**config.mk**
```make
export PLATFORM = sky130hd
export DESIGN_NAME = ahb_lite_single_master_flat
export DESIGN_NICKNAME = d
export VERILOG_FILES = /design/src/rtl/ahb_lite_single_master_if.sv /design/src/rtl/ahb_lite_single_master.sv /design/src/flat_wrapper.sv
export SDC_FILE = /design/constraint.sdc
export NUM_CORES = 1
export LEC_CHECK = 0
export ABC_AREA = 0
export BUFFER_PORTS_ARGS = -buffer_cell sky130_fd_sc_hd__buf_2
export CORE_MARGIN = 2
export CORE_UTILIZATION = 35
export CTS_CLUSTER_SIZE = 24
export DETAILED_ROUTE_END_ITERATION = 6
export GPL_TIMING_DRIVEN = 0
export HOLD_SLACK_MARGIN = 0.15
export MAX_ROUTING_LAYER = met4
export PLACE_DENSITY = 0.62
export SLEW_MARGIN = 20
export SYNTH_ARGS = -nofsm -noshare
export SYNTH_HDL_FRONTEND = slang
export SYNTH_SLANG_ARGS = --single-unit
```
**constraint.sdc**
```tcl
create_clock -name HCLK -period 1.9 [get_ports HCLK]
set_input_delay 0 -clock HCLK [delete_from_list [all_inputs] [get_ports HCLK]]
set_output_delay 0 -clock HCLK [all_outputs]
set_load 0.05 [all_outputs]
```
**src/rtl/ahb_lite_single_master_if.sv**
```systemverilog
// ---------------------------------------------------------------------------
// ahb_lite_single_master_if
// Groups every signal of the single-master AHB-Lite initiator except clock
// and reset.
//   Command side  : cmd_valid, cmd_ready, cmd_write, cmd_size, cmd_addr,
//                   cmd_wdata
//   Response side : rsp_valid, rsp_err, rsp_rdata
//   AHB-Lite side : HADDR, HTRANS, HWRITE, HSIZE, HBURST, HPROT, HMASTLOCK,
//                   HWDATA (driven by the initiator), HRDATA, HREADY, HRESP
//                   (driven by the bus)
// Modports:
//   master - the initiator's view (ahb_lite_single_master)
//   slave  - the environment's view (engine plus bus/slave model)
// ---------------------------------------------------------------------------
interface ahb_lite_single_master_if #(
  parameter int ADDR_WIDTH = 32
);
  // command side
  logic                  cmd_valid;
  logic                  cmd_ready;
  logic                  cmd_write;
  logic [1:0]            cmd_size;
  logic [ADDR_WIDTH-1:0] cmd_addr;
  logic [31:0]           cmd_wdata;

  // response side
  logic                  rsp_valid;
  logic                  rsp_err;
  logic [31:0]           rsp_rdata;

  // AHB-Lite side
  logic [ADDR_WIDTH-1:0] HADDR;
  logic [1:0]            HTRANS;
  logic                  HWRITE;
  logic [2:0]            HSIZE;
  logic [2:0]            HBURST;
  logic [3:0]            HPROT;
  logic                  HMASTLOCK;
  logic [31:0]           HWDATA;
  logic [31:0]           HRDATA;
  logic                  HREADY;
  logic                  HRESP;

  modport master (
    input  cmd_valid, cmd_write, cmd_size, cmd_addr, cmd_wdata,
    input  HRDATA, HREADY, HRESP,
    output cmd_ready,
    output rsp_valid, rsp_err, rsp_rdata,
    output HADDR, HTRANS, HWRITE, HSIZE, HBURST, HPROT, HMASTLOCK, HWDATA
  );

  modport slave (
    output cmd_valid, cmd_write, cmd_size, cmd_addr, cmd_wdata,
    output HRDATA, HREADY, HRESP,
    input  cmd_ready,
    input  rsp_valid, rsp_err, rsp_rdata,
    input  HADDR, HTRANS, HWRITE, HSIZE, HBURST, HPROT, HMASTLOCK, HWDATA
  );
endinterface

```
**src/rtl/ahb_lite_single_master.sv**
```systemverilog
// ---------------------------------------------------------------------------
// ahb_lite_single_master
// AHB-Lite initiator turning a valid/ready command stream into single
// (HBURST=SINGLE) transfers. The address and data phases are pipelined, so
// back-to-back commands reach the bus without idle cycles. Slave wait states
// and the two-cycle ERROR response are handled. Every accepted command gets
// exactly one rsp_valid pulse, in order.
//
// Ports:
//   HCLK    - clock
//   HRESET  - synchronous active-high reset
//   bus     - ahb_lite_single_master_if.master (command, response and
//             AHB-Lite signals)
// Parameters:
//   ADDR_WIDTH - width of HADDR / cmd_addr (must match the interface)
//   HPROT_VAL  - constant HPROT value
// Optional build macro:
//   AHB_MST_ERR_CANCEL_EN - when defined, a pipelined address phase is
//   cancelled (HTRANS=IDLE) during an ERROR response and reissued afterwards.
//   When undefined the address phase simply continues through the error.
// ---------------------------------------------------------------------------
module ahb_lite_single_master #(
  parameter int         ADDR_WIDTH = 32,
  parameter logic [3:0] HPROT_VAL  = 4'b0011
) (
  input  logic                       HCLK,
  input  logic                       HRESET,
  ahb_lite_single_master_if.master   bus
);

  localparam logic [1:0] TRANS_IDLE   = 2'b00;
  localparam logic [1:0] TRANS_NONSEQ = 2'b10;

  // address-phase register
  logic                  aph_valid;
  logic                  aph_illegal;
  logic                  aph_write;
  logic [1:0]            aph_size;
  logic [ADDR_WIDTH-1:0] aph_addr;
  logic [31:0]           aph_wdata;

  // data-phase register
  logic                  dph_valid;
  logic                  dph_illegal;
  logic                  dph_write;
  logic [31:0]           dph_wdata;

  // response register
  logic                  rsp_valid_q;
  logic                  rsp_err_q;
  logic [31:0]           rsp_rdata_q;

  logic                  cmd_illegal;
  logic                  cmd_ready_int;
  logic                  accept;
  logic                  advance;
  logic                  hold;

  // Size 3 and misaligned half/word accesses never reach the bus; they ride
  // the pipeline as an IDLE slot and come back as an error response, which
  // keeps them ordered behind earlier transfers for free.
  always_comb begin
    cmd_illegal = 1'b0;
    case (bus.cmd_size)
      2'd1:    cmd_illegal = bus.cmd_addr[0];
      2'd2:    cmd_illegal = (bus.cmd_addr[1:0] != 2'b00);
      2'd3:    cmd_illegal = 1'b1;
      default: cmd_illegal = 1'b0;
    endcase
  end

`ifdef AHB_MST_ERR_CANCEL_EN
  logic hold_q;
  logic err_first;

  // The first ERROR cycle is combinationally visible, so the pending address
  // phase is withdrawn in that same cycle; hold_q keeps it withdrawn through
  // the second ERROR cycle, when the bus would otherwise sample it.
  assign err_first = dph_valid & ~dph_illegal & bus.HRESP & ~bus.HREADY;
  assign hold      = hold_q | (err_first & aph_valid);

  // hold_q is set on leaving the first ERROR cycle and cleared once the
  // erroring data phase completes, so the command reissues the next cycle.
  always_ff @(posedge HCLK) begin
    if (HRESET) begin
      hold_q <= 1'b0;
    end else if (dph_valid & bus.HREADY) begin
      hold_q <= 1'b0;
    end else if (err_first & aph_valid) begin
      hold_q <= 1'b1;
    end
  end
`else
  assign hold = 1'b0;
`endif

  // A new command may enter aph when it is empty, or when it is leaving this
  // cycle because the bus is ready and nothing is held.
  assign cmd_ready_int = ~HRESET & ~hold & (~aph_valid | bus.HREADY);
  assign accept        = bus.cmd_valid & cmd_ready_int;
  assign advance       = bus.HREADY & ~hold;

  // Address-phase register. An illegal command only marks the slot; the bus
  // fields keep their last values so HADDR/HWRITE/HSIZE do not change.
  always_ff @(posedge HCLK) begin
    if (HRESET) begin
      aph_valid   <= 1'b0;
      aph_illegal <= 1'b0;
      aph_write   <= 1'b0;
      aph_size    <= 2'b00;
      aph_addr    <= '0;
      aph_wdata   <= '0;
    end else if (accept) begin
      aph_valid   <= 1'b1;
      aph_illegal <= cmd_illegal;
      if (!cmd_illegal) begin
        aph_write <= bus.cmd_write;
        aph_size  <= bus.cmd_size;
        aph_addr  <= bus.cmd_addr;
        aph_wdata <= bus.cmd_wdata;
      end
    end else if (advance) begin
      aph_valid <= 1'b0;
    end
  end

  // Data-phase register. Every HREADY edge ends the current data phase; the
  // address phase moves in unless it is being held back after an error.
  always_ff @(posedge HCLK) begin
    if (HRESET) begin
      dph_valid   <= 1'b0;
      dph_illegal <= 1'b0;
      dph_write   <= 1'b0;
      dph_wdata   <= '0;
    end else if (bus.HREADY) begin
      dph_valid <= aph_valid & ~hold;
      if (advance) begin
        dph_illegal <= aph_illegal;
        dph_write   <= aph_write;
        dph_wdata   <= aph_wdata;
      end
    end
  end

  // Response register: one pulse the cycle after a data phase completes.
  // Read data is only passed through for successful reads.
  always_ff @(posedge HCLK) begin
    if (HRESET) begin
      rsp_valid_q <= 1'b0;
      rsp_err_q   <= 1'b0;
      rsp_rdata_q <= '0;
    end else if (dph_valid & bus.HREADY) begin
      rsp_valid_q <= 1'b1;
      rsp_err_q   <= dph_illegal | bus.HRESP;
      rsp_rdata_q <= (~dph_write & ~dph_illegal & ~bus.HRESP) ? bus.HRDATA : 32'h0;
    end else begin
      rsp_valid_q <= 1'b0;
      rsp_err_q   <= 1'b0;
      rsp_rdata_q <= '0;
    end
  end

  // Bus and handshake outputs. HTRANS is the only output that can change
  // during a wait state, and only when an error cancels the address phase.
  always_comb begin
    bus.HTRANS    = TRANS_IDLE;
    if (aph_valid & ~aph_illegal & ~hold) begin
      bus.HTRANS  = TRANS_NONSEQ;
    end
    bus.HADDR     = aph_addr;
    bus.HWRITE    = aph_write;
    bus.HSIZE     = {1'b0, aph_size};
    bus.HBURST    = 3'b000;
    bus.HPROT     = HPROT_VAL;
    bus.HMASTLOCK = 1'b0;
    bus.HWDATA    = dph_wdata;
    bus.cmd_ready = cmd_ready_int;
    bus.rsp_valid = rsp_valid_q;
    bus.rsp_err   = rsp_err_q;
    bus.rsp_rdata = rsp_rdata_q;
  end

endmodule

```
**src/flat_wrapper.sv**
```systemverilog
// flat-port wrapper written by rule: the top's interface ports become plain ports
module ahb_lite_single_master_flat 
#(
  parameter int         ADDR_WIDTH = 32,
  parameter logic [3:0] HPROT_VAL  = 4'b0011
)
  (HCLK, HRESET, bus_cmd_valid, bus_cmd_write, bus_cmd_size, bus_cmd_addr, bus_cmd_wdata, bus_HRDATA, bus_HREADY, bus_HRESP, bus_cmd_ready, bus_rsp_valid, bus_rsp_err, bus_rsp_rdata, bus_HADDR, bus_HTRANS, bus_HWRITE, bus_HSIZE, bus_HBURST, bus_HPROT, bus_HMASTLOCK, bus_HWDATA);
  ahb_lite_single_master_if #(.ADDR_WIDTH(ADDR_WIDTH)) bus_i ();
  input  logic HCLK;
  input  logic HRESET;
  input wire logic [$bits(bus_i.cmd_valid)-1:0] bus_cmd_valid;
  input wire logic [$bits(bus_i.cmd_write)-1:0] bus_cmd_write;
  input wire logic [$bits(bus_i.cmd_size)-1:0] bus_cmd_size;
  input wire logic [$bits(bus_i.cmd_addr)-1:0] bus_cmd_addr;
  input wire logic [$bits(bus_i.cmd_wdata)-1:0] bus_cmd_wdata;
  input wire logic [$bits(bus_i.HRDATA)-1:0] bus_HRDATA;
  input wire logic [$bits(bus_i.HREADY)-1:0] bus_HREADY;
  input wire logic [$bits(bus_i.HRESP)-1:0] bus_HRESP;
  output wire logic [$bits(bus_i.cmd_ready)-1:0] bus_cmd_ready;
  output wire logic [$bits(bus_i.rsp_valid)-1:0] bus_rsp_valid;
  output wire logic [$bits(bus_i.rsp_err)-1:0] bus_rsp_err;
  output wire logic [$bits(bus_i.rsp_rdata)-1:0] bus_rsp_rdata;
  output wire logic [$bits(bus_i.HADDR)-1:0] bus_HADDR;
  output wire logic [$bits(bus_i.HTRANS)-1:0] bus_HTRANS;
  output wire logic [$bits(bus_i.HWRITE)-1:0] bus_HWRITE;
  output wire logic [$bits(bus_i.HSIZE)-1:0] bus_HSIZE;
  output wire logic [$bits(bus_i.HBURST)-1:0] bus_HBURST;
  output wire logic [$bits(bus_i.HPROT)-1:0] bus_HPROT;
  output wire logic [$bits(bus_i.HMASTLOCK)-1:0] bus_HMASTLOCK;
  output wire logic [$bits(bus_i.HWDATA)-1:0] bus_HWDATA;
  assign bus_i.cmd_valid = bus_cmd_valid;
  assign bus_i.cmd_write = bus_cmd_write;
  assign bus_i.cmd_size = bus_cmd_size;
  assign bus_i.cmd_addr = bus_cmd_addr;
  assign bus_i.cmd_wdata = bus_cmd_wdata;
  assign bus_i.HRDATA = bus_HRDATA;
  assign bus_i.HREADY = bus_HREADY;
  assign bus_i.HRESP = bus_HRESP;
  assign bus_cmd_ready = bus_i.cmd_ready;
  assign bus_rsp_valid = bus_i.rsp_valid;
  assign bus_rsp_err = bus_i.rsp_err;
  assign bus_rsp_rdata = bus_i.rsp_rdata;
  assign bus_HADDR = bus_i.HADDR;
  assign bus_HTRANS = bus_i.HTRANS;
  assign bus_HWRITE = bus_i.HWRITE;
  assign bus_HSIZE = bus_i.HSIZE;
  assign bus_HBURST = bus_i.HBURST;
  assign bus_HPROT = bus_i.HPROT;
  assign bus_HMASTLOCK = bus_i.HMASTLOCK;
  assign bus_HWDATA = bus_i.HWDATA;
  ahb_lite_single_master #(.ADDR_WIDTH(ADDR_WIDTH), .HPROT_VAL(HPROT_VAL)) u_core (.HCLK(HCLK), .HRESET(HRESET), .bus(bus_i));
endmodule
```
==> summary.txt, run 1 <==
outcome -> completed
cell area after synthesis -> 0.004672 mm2
number of diodes -> 0
Cell variety after synth -> 21
most frequent cells after synthesis -> dfxtp_1 (138), nand2_1 (134), a21oi_1 (68)
clock latency on the worst-skew pair -> 410 ps
asr flop ratio synth -> 0%
ys flop type -> dfxtp_1
Final Hold Vio Count -> 0
Clock Power Share -> 45.4%
CP max FO -> 10
Hold EP -> u_core.bus.HADDR[4]$_SDFFE_PP0P_
Worst slew margin -> 60.33%
WP buf/inv -> 4
Cell Count, Final, Fillers Out -> 1035
fmax -> 582.4 MHz
Final period util -> 90.37%
DRC violations left -> 0
reg2reg setup slack -> 320 ps
Port Buffers -> 205
Area after DPL -> 0.005948 mm2
vias in the first global route -> 4612
Crit path required time -> 2250 ps
post-detail-place hpwl -> 9073 um
CP max stage delay -> 540 ps
post-synthesis cell count -> 506
Crit path top cell by count -> dlygate4sd3_1
I/O pin count -> 217
Synthesis Warnings -> 0
R2R Path End -> u_core.bus.rsp_rdata[0]$_SDFF_PP0_
CTS tree -> yes
Worst VDD drop -> 0.6179 mV
Worst R2R Path Depth -> 4
post-route ant nets -> 0
hold crit path type -> primary input to flop
Core Region -> 0.01314 mm2
beginning of the worst hold path -> HRESET
Site Rows -> 42
width of the die -> 119.5 um
Avg Inst Size Synth -> 9.233 um2
leading area contributor after synthesis -> dfxtp_1
final setup margin -> 183.0 ps
via count -> 4582
GR Overflow Total -> 0
detailed-router iteration count before antenna repair -> 5
CTS sink cnt -> 138
nature of the critical path startpoint -> primary input
nets -> 951
initial antenna violation count -> 0
top-count cell post-synth -> dfxtp_1
FF-to-FF Start -> u_core.dph_valid$_SDFFE_PP0P_
GRT Overall Usage -> 19.51%
Worst EP arrival -> 2070 ps
Setup WS pre-CTS -> 390.5 ps
critical path's top delay family -> buffers and inverters
share of the synthesized area in the top cell type -> 59.13%
clk buf depth -> 2
hold slack -> 176.5 ps
Slew Viols, Final -> 0
DR iter-0 viols -> 167
P&R area growth vs syn -> 62.91%
GP Congestion -> 0.7929
fraction of layout instances using a drive strength above 1 -> 30.62%
clock slew at reported path FFs -> 60 ps
CTS root buf -> clkbuf_16
Final Instance Area -> 0.007611 mm2
worst slew pin tran -> 595.1 ps
Max-Cap Viols -> 0
Combinational Power Share -> 11.2%
setup TNS -> 0 ps
Post-Route Skew -> 2.888 ps
largest net degree at the start of global routing -> 17
sequential area share after synthesis -> 59.13%
slowest cell on the critical path -> dlygate4sd3_1
# H-tree levels -> 4
via/cell ratio -> 4.427
Stages on worst setup path -> 7
CP cell instances -> dlygate4sd3_1 > buf_2 > buf_4 > nand3_1 > nor4_4 > and2_1 > dlygate4sd3_1
EDFF count, synth -> 0
Int Pwr -> 5.287 mW
PD cells -> 906.6 mW/mm2
Worst Setup Path Type -> primary input to flop
final setup violation count -> 0
Routed WL -> 13670 um
CP Capture Type -> flop
min cycle time layout -> 1717 ps
Initial Util -> 35.56%
sequential share of power -> 43.4%
Die ar. -> 0.01429 mm2
Switching Share -> 23.39%
first-pass GRT wire length -> 21480 um
per-cell routed wire length -> 13.21 um
NetSw -> 1.614 mW
Static Leakage -> 3.581 nW
cell depth of the worst hold path -> 3
dpl cells -> 895
ranking of synthesized cells by area -> dfxtp_1 (59%), nand2_1 (11%), mux2i_1 (7.7%), a21oi_1 (7.3%), and2_1 (4.3%)
post-synthesis register bit count -> 138
Die Y -> 119.5 um
RSZ-0062 raised after global routing -> no
total CTS buffers -> 17
## per-stage QoR
stage / power (mW) / util, %
2_1_floorplan: 3.439 / -
3_3_place_gp: 3.641 / 45.28
3_5_place_dp: 3.650 / 45.28
4_1_cts: 6.973 / 57.87
5_1_grt: 7.166 / 57.93
6_report: 6.900 / 57.93
## what timing repair did
item	in CTS	in global routing
endpoints found under the hold margin	108	0
gates resized for setup	0	1
endpoints found under the setup margin	0	2
hold buffers	109	0
buffers inserted	0	0
## tightest hold or removal path, cell delays in order
cell and delay, ps:
buf_2 150, clkbuf_1 240, a21oi_1 160
## metal layers
metal | up-vias | share of wire [%] | track usage (%)
met5 | - | 0 | -
met4 | 0 | 2.2 | 9.044
met3 | 25 | 5.6 | 4.515
met2 | 166 | 50 | 32.86
met1 | 2104 | 42 | 22.05
li1 | 2287 | - | -
## worst max-delay path by stage
stage | startpoint | end | slack (ps)
finish | bus_HREADY | u_core.bus.rsp_rdata[0]$_SDFF_PP0_ | 180
global route | bus_HREADY | u_core.bus.rsp_rdata[0]$_SDFF_PP0_ | 80
CTS | bus_HREADY | u_core.bus.rsp_rdata[31]$_SDFF_PP0_ | 120
detailed placement | HRESET | bus_cmd_ready | 390
global placement | HRESET | bus_cmd_ready | 410
floorplan | HRESET | bus_cmd_ready | 690
## flip-flops by register name, indices dropped and copies added, names as in the netlist, 2 cells and up
signal / count
u_core.aph_size: 2
u_core.aph_wdata: 32
u_core.bus.HWDATA: 32
u_core.bus.HADDR: 32
u_core.bus.rsp_rdata: 32
## area by class of cell
cell class / instances / area [um2]
plain buffers: 43 / 254.0
clock buffers: 23 / 467.9
clock inverters: 8 / 95.09
fillers: 1158 / 5527
inverters: 2 / 7.507
multi-input cells: 331 / 1687
flip-flops and latches: 138 / 2763
well taps: 176 / 220.2
repair buffers: 314 / 2117
## cells in the final DEF (no fill, tap or decap)
| cell | Yosys | routed |
|---|---|---|
| dfxtp_1 | 138 | 138 |
| inv_1 | 1 | 1 |
| inv_2 | 1 | 1 |
| conb_1 | 2 | 10 |
| nor2b_1 | 2 | 2 |
| clkbuf_1 | 16 | 20 |
| clkbuf_16 | 0 | 17 |
| buf_2 | 8 | 213 |
| nand2b_1 | 1 | 1 |
| dlygate4sd3_1 | 0 | 109 |
| a21oi_1 | 68 | 68 |
| nor3_2 | 1 | 1 |
| clkbuf_8 | 0 | 2 |
| o2111ai_2 | 1 | 1 |
| and2_1 | 32 | 32 |
| nor4_4 | 0 | 1 |
| nor2_1 | 42 | 42 |
| buf_1 | 1 | 1 |
| nand3_1 | 2 | 2 |
| mux2i_1 | 36 | 36 |
| buf_4 | 14 | 14 |
| nand2_1 | 134 | 134 |
| clkinv_2 | 0 | 4 |
| bufinv_16 | 0 | 2 |
| buf_6 | 4 | 4 |
| o2111a_2 | 1 | 1 |
| clkinvlp_4 | 0 | 2 |
## cell families (layout without fill, tap and decap cells)
family,Yosys count,count (layout),synth area share (%)
muxes,36,36,7.713
other,2,10,0.1607
buffers and inverters,45,390,5.597
DFF,138,138,59.13
AOI/OAI and AO/OA,70,70,7.874
and+or+nand+nor,215,215,19.52
## power groups by stage
stage / sequential (mW) / clock, mW / combinational (mW)
2_1_floorplan: 3.18 / 0 / 0.256
3_3_place_gp: 3.05 / 0 / 0.589
3_5_place_dp: 3.05 / 0 / 0.595
4_1_cts: 2.99 / 3.21 / 0.767
5_1_grt: 3.00 / 3.34 / 0.827
6_report: 3.00 / 3.13 / 0.770
Power figures use the tool's default switching activity.
==> inputs of run 2 (changes only) <==
--- a/config.mk
+++ b/config.mk
@@ -5,16 +5,16 @@
 export SDC_FILE = /design/constraint.sdc
 export NUM_CORES = 1
 export LEC_CHECK = 0
-export ABC_AREA = 0
+export ABC_AREA = 1
 export BUFFER_PORTS_ARGS = -buffer_cell sky130_fd_sc_hd__buf_2
-export CORE_MARGIN = 2
+export CORE_MARGIN = 4
 export CORE_UTILIZATION = 35
 export CTS_CLUSTER_SIZE = 24
 export DETAILED_ROUTE_END_ITERATION = 6
 export GPL_TIMING_DRIVEN = 0
 export HOLD_SLACK_MARGIN = 0.15
 export MAX_ROUTING_LAYER = met4
-export PLACE_DENSITY = 0.62
+export PLACE_DENSITY = 0.6
 export SLEW_MARGIN = 20
 export SYNTH_ARGS = -nofsm -noshare
 export SYNTH_HDL_FRONTEND = slang
==> summary.txt, run 2 <==
Worst VDD drop -> 0.5862 mV
GR Overflow Total -> 0
fmax -> 637.6 MHz
CTS sink cnt -> 138
P&R area growth vs syn -> 55.69%
post-route ant nets -> 0
WP buf/inv -> 5
final setup violation count -> 0
Initial Util -> 36.07%
hold slack -> 302.9 ps
slowest cell on the critical path -> dlygate4sd3_1
clock latency on the worst-skew pair -> 410 ps
main combinational cell family by area after synthesis -> simple AND/OR/NAND/NOR gates
share of the synthesized area in the top cell type -> 52.10%
nets -> 1168
commonest non-fill, non-tap cell in the layout -> buf_2
Global Route met3 Usage -> 5.794%
CP cell instances -> dlygate4sd3_1 > buf_2 > buf_2 > nand3_1 > inv_1 > nand3b_1 > nor2_1 > dlygate4sd3_1
dpl cells -> 1123
vias in the first global route -> 5355
# H-tree levels -> 4
cell area after synthesis -> 0.005303 mm2
setup TNS -> 0 ps
Cell variety after synth -> 17
Avg Inst Size Synth -> 7.314 um2
per-cell routed wire length -> 13.39 um
most frequent cells after synthesis -> nor2_1 (172), dfxtp_1 (138), inv_1 (103)
outcome -> completed
CP max stage delay -> 550 ps
gr busiest metal -> met2
hold crit path type -> primary input to flop
CP max FO -> 10
Post-Route Skew -> 6.403 ps
fraction of layout instances using a drive strength above 1 -> 25.72%
EDFF count, synth -> 0
detailed-router iteration count before antenna repair -> 4
ys flop type -> dfxtp_1
Port Buffers -> 206
Die ar. -> 0.01718 mm2
clk buf depth -> 2
Post-CTS Repair Setup Buffers -> 0
total CTS buffers -> 17
sequential area share after synthesis -> 52.10%
post-cts resize count -> 0
RSZ-0062 raised after global routing -> no
Worst Setup Path Type -> primary input to flop
GP Congestion -> 0.7661
asr flop ratio synth -> 0%
Synth Area in Simple Gates -> 24.23%
Synth Area in Compound Gates -> 9.910%
Clock Power Share -> 43.6%
CTS tree -> yes
post-synthesis adder-cell area fraction -> 0%
Max-Cap Viols -> 0
largest net degree at the start of global routing -> 17
Site Rows -> 44
Cell Count, Final, Fillers Out -> 1261
Routed WL -> 16890 um
NetSw -> 2.216 mW
first-pass GRT wire length -> 26480 um
GR Util met2 -> 32.53%
leading area contributor after synthesis -> dfxtp_1
via count -> 5518
CTS root buf -> clkbuf_16
critical path's top delay family -> buffers and inverters
Synthesis Warnings -> 0
Int Pwr -> 5.478 mW
reg2reg setup slack -> 480 ps
DR iter-0 viols -> 202
Core Region -> 0.01470 mm2
Final Instance Area -> 0.008255 mm2
Combinational Power Share -> 16.4%
fillcell total -> 1441
I/O pin count -> 217
Area after DPL -> 0.006594 mm2
DRC violations left -> 0
min cycle time layout -> 1568 ps
post-detail-place hpwl -> 11230 um
Worst EP arrival -> 1930 ps
Slew Viols, Final -> 0
CP Capture Type -> flop
sequential share of power -> 40.1%
via/cell ratio -> 4.376
GRT Overall Usage -> 20.28%
Final Hold Vio Count -> 0
worst slew pin tran -> 551.6 ps
post-synthesis cell count -> 725
Static Leakage -> 4.371 nW
nature of the critical path startpoint -> primary input
Crit path required time -> 2260 ps
clock slew at reported path FFs -> 60 ps
post-synthesis register bit count -> 138
xor/xnor share of the synthesized area -> 0%
Final period util -> 82.55%
Die Y -> 131.1 um
PD cells -> 932.0 mW/mm2
Switching Share -> 28.80%
Worst slew margin -> 63.23%
mux cell area share after synthesis -> 0%
most frequent cells in the layout -> buf_2 (225), nor2_1 (172), dfxtp_1 (138), dlygate4sd3_1 (106), inv_1 (103)
top-count cell post-synth -> nor2_1
GR Layer Usage met1 -> 24.91%
number of diodes -> 0
ranking of synthesized cells by area -> dfxtp_1 (52%), nor2_1 (12%), inv_1 (7.3%), a21oi_1 (6.5%), nand3_1 (6.4%)
width of the die -> 131.1 um
initial antenna violation count -> 0
run 2: cell count changes in the layout (fill, tap and decap cells not counted), moves of 36 or more:
cell / previous run / this run
nand3_1: 2 / 68
o21ai_0: 0 / 36
inv_1: 1 / 103
nor2_1: 42 / 172
nand2_1: 134 / 73
mux2i_1: 36 / 0
run 2: repair_timing:
item / CTS / global route
hold buffers: 106 / 0
setup endpoints to repair: 0 / 0
endpoints found under the hold margin: 109 / 0
run 2: final timing paths:
path / start / end / depth (start not counted)
max reg2reg: u_core.dph_valid$_SDFFE_PP0P_ / u_core.bus.rsp_rdata[0]$_SDFF_PP0_ / 5
min reg2reg: u_core.bus.HADDR[8]$_SDFFE_PP0P_ / u_core.bus.HADDR[8]$_SDFFE_PP0P_ / 2
min: bus_cmd_valid / u_core.bus.HWRITE$_SDFFE_PP0P_ / 7
max: bus_HREADY / u_core.bus.rsp_rdata[0]$_SDFF_PP0_ / 8
run 2: final cells by class:
cell class              count  area (um2)  area share [%]
clock inverters            14       161.4           1.955
flip-flops and latches    138        2763           33.46
inverters                 105       394.1           4.774
multi-input cells         431        1848           22.39
clock buffers              18       439.2           5.320
plain buffers              59       327.8           3.971
repair buffers            312        2092           25.34
well taps                 184       230.2           2.789
run 2: tightest hold or removal path: cells and delay by family:
family / cells / cell delay, ps
simple gates: 4 / 290
buf+inv: 3 / 380
run 2: stage by stage:
step | power [mW] | util [%] | setup WS, ps
finish | 7.694 | 56.16 | 331.6
global route | 8.034 | 56.16 | 156.5
CTS | 7.763 | 56.16 | 337.5
detailed placement | 4.237 | 44.86 | 494.9
global placement | 4.234 | 44.86 | 488.9
floorplan | 3.903 | - | 801.2
run 2: logic make-up (layout without fill, tap and decap cells):
logic type / count (synthesis) / count (layout)
other: 2 / 10
and+or+nand+nor: 316 / 316
DFF: 138 / 138
AOI/OAI and AO/OA: 105 / 105
buffers and inverters: 164 / 508
run 2: power by group through the flow:
| stage | clock network (mW) | logic, mW | registers (mW) |
|---|---|---|---|
| finish | 3.35 | 1.26 | 3.08 |
| floorplan | 0 | 0.474 | 3.43 |
| CTS | 3.42 | 1.26 | 3.08 |
| global route | 3.56 | 1.38 | 3.10 |
| detailed placement | 0 | 1.09 | 3.14 |
| global placement | 0 | 1.09 | 3.14 |
run 2: per-layer routing:
metal	wire [um]	up-vias
li1	-	2882
met1	7416	2433
met2	7866	188
met3	1431	15
met4	176	0
met5	0	-
==> inputs of run 3 (changes only) <==
==> constraint.sdc (replaced) <==
create_clock -name HCLK -period 1.55 [get_ports HCLK]
set_input_delay 0 -clock HCLK [delete_from_list [all_inputs] [get_ports HCLK]]
set_output_delay 0 -clock HCLK [all_outputs]
set_load 0.05 [all_outputs]
==> summary.txt, run 3 (synthesized netlist as in run 2, its figures left out) <==
sequential share of power -> 40.0%
clk buf depth -> 2
reg2reg setup slack -> 120 ps
Crit path required time -> 1910 ps
GP Congestion -> 0.7661
Final Hold Vio Count -> 0
Static Leakage -> 4.396 nW
commonest non-fill, non-tap cell in the layout -> buf_2
CTS sink cnt -> 138
largest net degree at the start of global routing -> 17
crit path from -> HRESET
hold crit path type -> primary input to flop
per-cell routed wire length -> 13.45 um
Die ar. -> 0.01718 mm2
# H-tree levels -> 4
Setup WS pre-CTS -> 144.9 ps
Port Buffers -> 206
CTS root buf -> clkbuf_16
flip-flop and latch area -> 0.002763 mm2
I/O pin count -> 217
Routed WL -> 17020 um
number of diodes -> 0
Post-Route Skew -> 6.686 ps
fillcell total -> 1434
final setup margin -> 110.7 ps
fmax -> 694.8 MHz
post-detail-place hpwl -> 11230 um
Slew Viols, Final -> 0
Worst slew margin -> 63.62%
nature of the critical path startpoint -> primary input
outcome -> completed
initial antenna violation count -> 0
Max-Cap Viols -> 0
multi-input logic area -> 0.001856 mm2
GR Overflow Total -> 0
first-pass GRT wire length -> 26500 um
Clock Power Share -> 43.5%
post-route ant nets -> 0
RSZ-0062 raised after global routing -> no
via count -> 5552
Combinational Power Share -> 16.4%
Worst EP arrival -> 1800 ps
P&R area growth vs syn -> 56.68%
R2R Path End -> u_core.bus.rsp_rdata[0]$_SDFF_PP0_
final setup violation count -> 0
Critical Path End -> u_core.bus.rsp_rdata[0]$_SDFF_PP0_
total CTS buffers -> 17
FF-to-FF Start -> u_core.dph_valid$_SDFFE_PP0P_
Int Pwr -> 6.722 mW
detailed-router iteration count before antenna repair -> 4
CP max FO -> 6
via/cell ratio -> 4.389
min cycle time layout -> 1439 ps
Site Rows -> 44
clock latency on the worst-skew pair -> 420 ps
CP Capture Type -> flop
most frequent cells in the layout -> buf_2 (224), nor2_1 (172), dfxtp_1 (138), dlygate4sd3_1 (109), inv_1 (103)
Initial Util -> 36.07%
setup TNS -> 0 ps
Worst Setup Path Type -> primary input to flop
Worst R2R Path Depth -> 5
DR iter-0 viols -> 221
DRC violations left -> 0
PD cells -> 1137 mW/mm2
vias in the first global route -> 5361
worst slew pin tran -> 545.7 ps
NetSw -> 2.723 mW
CTS tree -> yes
Core Region -> 0.01470 mm2
nets -> 1172
Worst VDD drop -> 0.7364 mV
Switching Share -> 28.83%
GRT Overall Usage -> 20.30%
width of the die -> 131.1 um
clock slew at reported path FFs -> 60 ps
Layout Utilization -> 56.52%
Die Y -> 131.1 um
fraction of layout instances using a drive strength above 1 -> 25.99%
Final period util -> 92.86%
## run 3: changes by cell type in the layout (fill, tap and decap cells not counted)
cell	delta
clkbuf_2	+1
nand2_1	-1
nand3_1	-1
buf_4	+1
buf_6	+1
buf_1	+1
buf_2	-1
dlygate4sd3_1	+3
nand3_2	+1
clkbuf_1	-2
nand2_2	+1
## run 3: layout make-up
cell class | count | share of cell area [%]
well taps | 184 | 2.771
clock inverters | 14 | 1.943
multi-input cells | 431 | 22.33
plain buffers | 59 | 4.036
flip-flops and latches | 138 | 33.25
clock buffers | 18 | 5.286
repair buffers | 316 | 25.63
inverters | 105 | 4.744
## run 3: power groups by stage
stage	Clock, mW	Combinational [mW]	Sequential (mW)
final	4.11	1.55	3.78
after global routing	4.36	1.70	3.80
after CTS	4.19	1.55	3.78
after detailed placement	0	1.34	3.86
after global placement	0	1.34	3.85
after floorplan	0	0.582	4.20
## run 3: worst min-delay path by stage
stage                    from                                  end  slack (ps)  depth (start not counted)
2_1_floorplan          HRESET        u_core.aph_valid$_SDFFE_PP0P_          70                          1
3_3_place_gp   bus_HRDATA[26]  u_core.bus.rsp_rdata[26]$_SDFF_PP0_         210                          3
3_5_place_dp   bus_HRDATA[17]  u_core.bus.rsp_rdata[17]$_SDFF_PP0_         220                          3
4_1_cts         bus_cmd_valid       u_core.bus.HWRITE$_SDFFE_PP0P_         290                          7
5_1_grt            bus_HREADY   u_core.bus.HWDATA[24]$_SDFFE_PP0P_         280                          5
6_report           bus_HREADY   u_core.bus.HWDATA[10]$_SDFFE_PP0P_         240                          5
## run 3: metal layers
layer	wire length (um)	track usage [%]
met5	0	-
met4	191	5.989
met3	1436	5.794
met2	7928	32.59
met1	7461	24.91
## run 3: critical path, cell delays in order
cell	delay [ps]
dlygate4sd3_1	540
buf_2	160
inv_2	90
nand3_2	70
inv_1	70
nand3b_1	180
nor2_1	140
dlygate4sd3_1	540
## run 3: timing repair
action / in CTS / in global routing
setup buffers: 0 / 1
hold buffers: 106 / 4
hold endpoints to repair: 109 / 7
gates resized for setup: 0 / 8
setup endpoints to repair: 0 / 60
## run 3: through the flow
| step | hold WS (ps) | std cells | total power [mW] | cell area [um2] |
|---|---|---|---|---|
| 6_report | 237.3 | 1265 | 9.445 | 8308 |
| 4_1_cts | 293.4 | 1261 | 9.515 | 8255 |
| 2_1_floorplan | 69.07 | 733 | 4.784 | 5333 |
| 5_1_grt | 282.2 | 1265 | 9.858 | 8308 |
| 3_3_place_gp | 213.2 | 1123 | 5.190 | 6594 |
| 3_5_place_dp | 217.8 | 1123 | 5.193 | 6594 |
